$ cat src/rtl/seg_display_ctrl.sv
// Multi-digit seven-segment controller: latches a symbol frame on load and drives registered active-low segments.
// Latency: load at edge k is shown after edge k+1; lamp_test and blink take one edge. No backpressure: every load is accepted.
// Optional blinking is built in with SEG_BLINK_EN; otherwise blink_phase stays 0 and blink_in is ignored.
module seg_display_ctrl #(
    parameter int NUM_DIGITS = 6,
    parameter int BLINK_DIV  = 25000000
) (
    input  logic                      clk,
    input  logic                      reset_n,
    input  logic                      load,
    input  logic [5*NUM_DIGITS-1:0]   digits_in,
    input  logic [NUM_DIGITS-1:0]     dp_in,
    input  logic [NUM_DIGITS-1:0]     blank_in,
    input  logic [NUM_DIGITS-1:0]     blink_in,
    input  logic                      lzs_en,
    input  logic                      lamp_test,
    output logic [8*NUM_DIGITS-1:0]   hex_out,
    output logic                      updated,
    output logic                      blink_phase
);

    typedef struct packed {
        logic [5*NUM_DIGITS-1:0] codes;
        logic [NUM_DIGITS-1:0]   dp;
        logic [NUM_DIGITS-1:0]   blank;
        logic [NUM_DIGITS-1:0]   blink;
        logic                    lzs;
    } frame_t;

    frame_t                    shadow;
    logic                      load_d;
    logic [NUM_DIGITS-1:0]     blink_mask;
    logic [8*NUM_DIGITS-1:0]   hex_nxt;

    function automatic logic [7:0] seg_decode(input logic [4:0] code);
        logic [7:0] seg;
        seg = 8'hFF;
        case (code)
            5'd0:  seg = 8'hC0;
            5'd1:  seg = 8'hF9;
            5'd2:  seg = 8'hA4;
            5'd3:  seg = 8'hB0;
            5'd4:  seg = 8'h99;
            5'd5:  seg = 8'h92;
            5'd6:  seg = 8'h82;
            5'd7:  seg = 8'hF8;
            5'd8:  seg = 8'h80;
            5'd9:  seg = 8'h90;
            5'd10: seg = 8'h88;
            5'd11: seg = 8'h83;
            5'd12: seg = 8'hC6;
            5'd13: seg = 8'hA1;
            5'd14: seg = 8'h86;
            5'd15: seg = 8'h8E;
            5'd16: seg = 8'hAF;
            5'd17: seg = 8'h90;
            5'd18: seg = 8'hA3;
            5'd19: seg = 8'h89;
            default: seg = 8'hFF;
        endcase
        return seg;
    endfunction

    // Blank-until-first-load comes from the all-ones blank field at reset.
    always_ff @(posedge clk or negedge reset_n) begin
        if (!reset_n) begin
            shadow.codes <= '0;
            shadow.dp    <= '0;
            shadow.blank <= '1;
            shadow.blink <= '0;
            shadow.lzs   <= 1'b0;
            load_d       <= 1'b0;
            updated      <= 1'b0;
        end else begin
            load_d  <= load;
            updated <= load_d;
            if (load) begin
                shadow.codes <= digits_in;
                shadow.dp    <= dp_in;
                shadow.blank <= blank_in;
                shadow.blink <= blink_in;
                shadow.lzs   <= lzs_en;
            end
        end
    end

`ifdef SEG_BLINK_EN
    localparam int CNT_W = (BLINK_DIV > 1) ? $clog2(BLINK_DIV) : 1;

    logic [CNT_W-1:0] blink_cnt;

    always_ff @(posedge clk or negedge reset_n) begin
        if (!reset_n) begin
            blink_cnt   <= '0;
            blink_phase <= 1'b0;
        end else if (blink_cnt == CNT_W'(BLINK_DIV - 1)) begin
            blink_cnt   <= '0;
            blink_phase <= ~blink_phase;
        end else begin
            blink_cnt   <= blink_cnt + 1'b1;
        end
    end

    assign blink_mask = shadow.blink & {NUM_DIGITS{blink_phase}};
`else
    logic unused_blink;

    assign blink_phase  = 1'b0;
    assign blink_mask   = '0;
    assign unused_blink = ^shadow.blink;
`endif

    // Zero run is scanned from the leftmost digit; digit 0 always survives.
    always_comb begin
        logic       in_run;
        logic [4:0] code;
        logic [7:0] seg;
        hex_nxt = '1;
        in_run  = shadow.lzs;
        code    = '0;
        seg     = 8'hFF;
        for (int i = NUM_DIGITS - 1; i >= 0; i--) begin
            code = shadow.codes[5*i +: 5];
            seg  = seg_decode(code);
            if (shadow.dp[i])
                seg[7] = 1'b0;
            if (code != 5'd0 || shadow.dp[i] || i == 0)
                in_run = 1'b0;
            if (lamp_test)
                seg = 8'h00;
            else if (shadow.blank[i] || blink_mask[i] || in_run)
                seg = 8'hFF;
            hex_nxt[8*i +: 8] = seg;
        end
    end

    always_ff @(posedge clk or negedge reset_n) begin
        if (!reset_n)
            hex_out <= '1;
        else
            hex_out <= hex_nxt;
    end

endmodule

$ cat config.mk
export PLATFORM = sky130hd
export DESIGN_NAME = seg_display_ctrl
export DESIGN_NICKNAME = d
export VERILOG_FILES = /design/src/rtl/seg_display_ctrl.sv
export SDC_FILE = /design/constraint.sdc
export NUM_CORES = 1
export LEC_CHECK = 0
export CORE_AREA = 2 2 100 102
export CTS_CLUSTER_DIAMETER = 150
export DETAILED_ROUTE_END_ITERATION = 12
export DIE_AREA = 0 0 102 104
export GPL_TIMING_DRIVEN = 0
export PLACE_DENSITY = 0.84
export SLEW_MARGIN = 20
export SYNTH_ARGS = -nofsm -noshare
export SYNTH_HDL_FRONTEND = slang
export SYNTH_SLANG_ARGS = --single-unit
$ cat constraint.sdc
create_clock -name clk -period 4.2 [get_ports clk]
set_clock_uncertainty 0.15 [all_clocks]
set_input_delay 0.84 -clock clk [delete_from_list [all_inputs] [get_ports clk]]
set_output_delay 0.84 -clock clk [all_outputs]
set_load 0.1 [all_outputs]
==> results.py <==
metrics = {
    "timing": {
        "setup_viol": 0,
        "slew_headroom_pct": 31.8,
        "drv_slew": 0,
        "fin_crit_ns": 3.05,
        "finalHoldViolations": 0,
        "period_share_pct": 72.7,
        "fmax_ghz": 0.327,
        "worstMarginPinSlew_ns": 1.02,
        "rsz0062_at_grt": "false",
    },
    "cts": {
        "cts_tree": "built",
        "htreeDepth": 3,
        "hold_buffers": 0,
        "clk_pin_slew_ns": 0.09,
        "cts-root-buf": "clkbuf_8",
        "cts_resized": 0,
        "post_cts_buffers": 0,
        "clkLatencyLatePin_ns": 0.38,
        "cts.sinks": 93,
        "cts_buffer_depth": 2,
        "cts_buffers": 9,
    },
    "grt": {
        "grtUsageTotal_pct": 25.5,
        "grt_pass1_vias": 4404,
        "antenna_found_initial": 0,
        "grt_pass1_wl_um": 21400,
        "grt_max_degree": 53,
        "grt-ovfl-total": 0,
    },
    "detailed_routing": {
        "drtIter0Drc": 340,
        "wl_um": 13300,
        "num_vias": 4483,
        "routed_via_density": 5.83,
        "firstDrtPassIters": 5,
        "final_antenna_net_count": 0,
        "wl_per_cell_um": 17.2,
        "drc": 0,
    },
    "floorplanning": {
        "die-width_um": 102,
        "fp.dieH_um": 104,
        "initial_core_util_pct": 54.8,
        "coreArea_um2": 9550,
        "io_pins": 103,
        "dieArea_um2": 10600,
        "std_cell_rows": 36,
    },
    "hold_path": {
        "hold_path.class": "flop to flop",
    },
    "final_layout": {
        "final_cell_mix": "clkdlybuf4s50_1, dfstp_2, o21ai_0, nand2_1, a21oi_1",
        "layout_commonest_cell": "clkdlybuf4s50_1",
        "fin_area_um2": 6560,
        "finalNetCount": 715,
        "diodes": 0,
        "drive_above_1_share_pct": 20.4,
        "area_growth_pct": 25.3,
    },
    "run_status": {
        "status": "finished clean",
    },
    "yosys": {
        "synth_area_per_cell_um2": 9.97,
        "synth_area_um2": 5230,
        "synth_edf_count": 0,
        "yosysWarningCount": 0,
        "post_synth_num_cell_types": 59,
        "async_flop_share_pct": 100,
        "synth-seq-area-share_pct": 45.8,
        "syn_nets": 609,
        "ys_ff_latch": 93,
        "synthFlopType": "dfstp_2",
        "synth_cells": 525,
    },
    "setup_path": {
        "critical-path-max-stage-delay_ns": 1.16,
        "crit_family": "buffers and inverters",
        "cp.buffers_inverters": 1,
        "path_max_fanout": 1,
        "rrSetupSlack_ns": 2.06,
        "cp_data_arrival_time_ns": 2.06,
        "path_class": "flop to output pin",
        "crit_path_end_kind": "output pin",
        "crit_chain": "clkdlybuf4s50_1",
        "crit_path_start_kind": "flop",
        "slowest_stage": "clkdlybuf4s50_1",
        "crit_required_ns": 3.21,
    },
    "placed_design": {
        "port_buffers": 94,
        "placed_cell_area_um2": 6360,
        "dp_hpwl_um": 9490,
        "gp_congestion": 0.891,
    },
    "power_and_ir_drop": {
        "cellPowerDensity_nw_per_um2": 413,
        "power.total_mw": 2.71,
        "p_leak_nw": 2.68,
        "peakVddDrop_mv": 0.235,
    },
    "run": {
        "timing.max_cap.violations": 0,
    },
}
[power by group]
part           total [mW]  internal [mW]  switching, mW
logic                1.02          0.315          0.702
clock network       0.604          0.290          0.314
registers            1.09           1.03         0.0617
[sequential cells by signal (all words and copies together), names as in the netlist]
register  cells
shadow       43
load_d        1
updated       1
hex_out      48
[cell type report]
cell class / count / area, um2
multi-input cells: 366 / 2550
fillers: 739 / 2990
well taps: 133 / 166
clock inverters: 6 / 62.6
repair buffers: 95 / 958
inverters: 26 / 97.6
clock buffers: 10 / 138
plain buffers: 40 / 188
flip-flops and latches: 93 / 2390
[worst paths after layout]
| path | start | to | cells after the start |
|---|---|---|---|
| setup reg to reg | shadow[44] | hex_out[34] | 6 |
| max in group asynchronous | reset_n | hex_out[32] | 2 |
| min in group asynchronous | reset_n | shadow[36] | 1 |
| hold / removal | load_d | updated | 0 |
| hold reg to reg | load_d | updated | 0 |
| setup / recovery | hex_out[31] | hex_out[31] | 1 |
[Yosys cell counts (all sizes together), types with 4 or more instances]
| library cell | count | area, um2 |
|---|---|---|
| dfrtp | 39 | 976 |
| nor3 | 14 | 81.3 |
| a21oi | 45 | 233 |
| a21o | 5 | 37.5 |
| o21ai | 51 | 255 |
| ha | 31 | 388 |
| mux2 | 28 | 315 |
| a41oi | 8 | 96.4 |
| a211oi | 5 | 37.5 |
| nand3 | 4 | 20.0 |
| o22ai | 9 | 56.3 |
| dfstp | 54 | 1420 |
| inv | 26 | 97.6 |
| a31oi | 14 | 87.6 |
| mux2i | 8 | 80.1 |
| o31ai | 6 | 45.0 |
| nand2b | 10 | 62.6 |
| nand3b | 5 | 37.5 |
| nor2 | 20 | 75.1 |
| clkbuf | 22 | 82.6 |
| nand2 | 49 | 184 |
| buf | 18 | 105 |
| nor2b | 9 | 56.3 |
[per-layer routing]
metal  share of wire (%)  global-route usage [%]
met2                  50                    42.0
met4                 3.2                    9.62
met3                 6.9                    6.85
met1                  40                    31.9
met5                   0                       0
[metrics by stage]
stage | utilization (%) | hold slack, ns | setup TNS (ns) | setup slack [ns] | instances
floorplan | - | 0.181 | 0 | 2.22 | 525
finish | 68.7 | 0.203 | 0 | 1.15 | 769
global route | 68.7 | 0.220 | 0 | 1.09 | 769
detailed placement | 66.6 | 0.186 | 0 | 1.35 | 753
CTS | 68.7 | 0.207 | 0 | 1.13 | 769
global placement | 66.4 | 0.184 | -39.26 | -1.01 | 752
[logic make-up (layout without fill, tap and decap cells)]
group,Yosys count,count (layout),synth area share [%]
compound gates,166,166,20.0
simple gates,129,129,12.7
flops,93,93,45.8
buf+inv,66,177,5.45
mux,38,38,8.41
fa+ha+maj,31,31,7.41
other cells,1,1,0.0717
xor+xnor,1,1,0.167
Note: power is estimated with default switching activity, not from simulation.
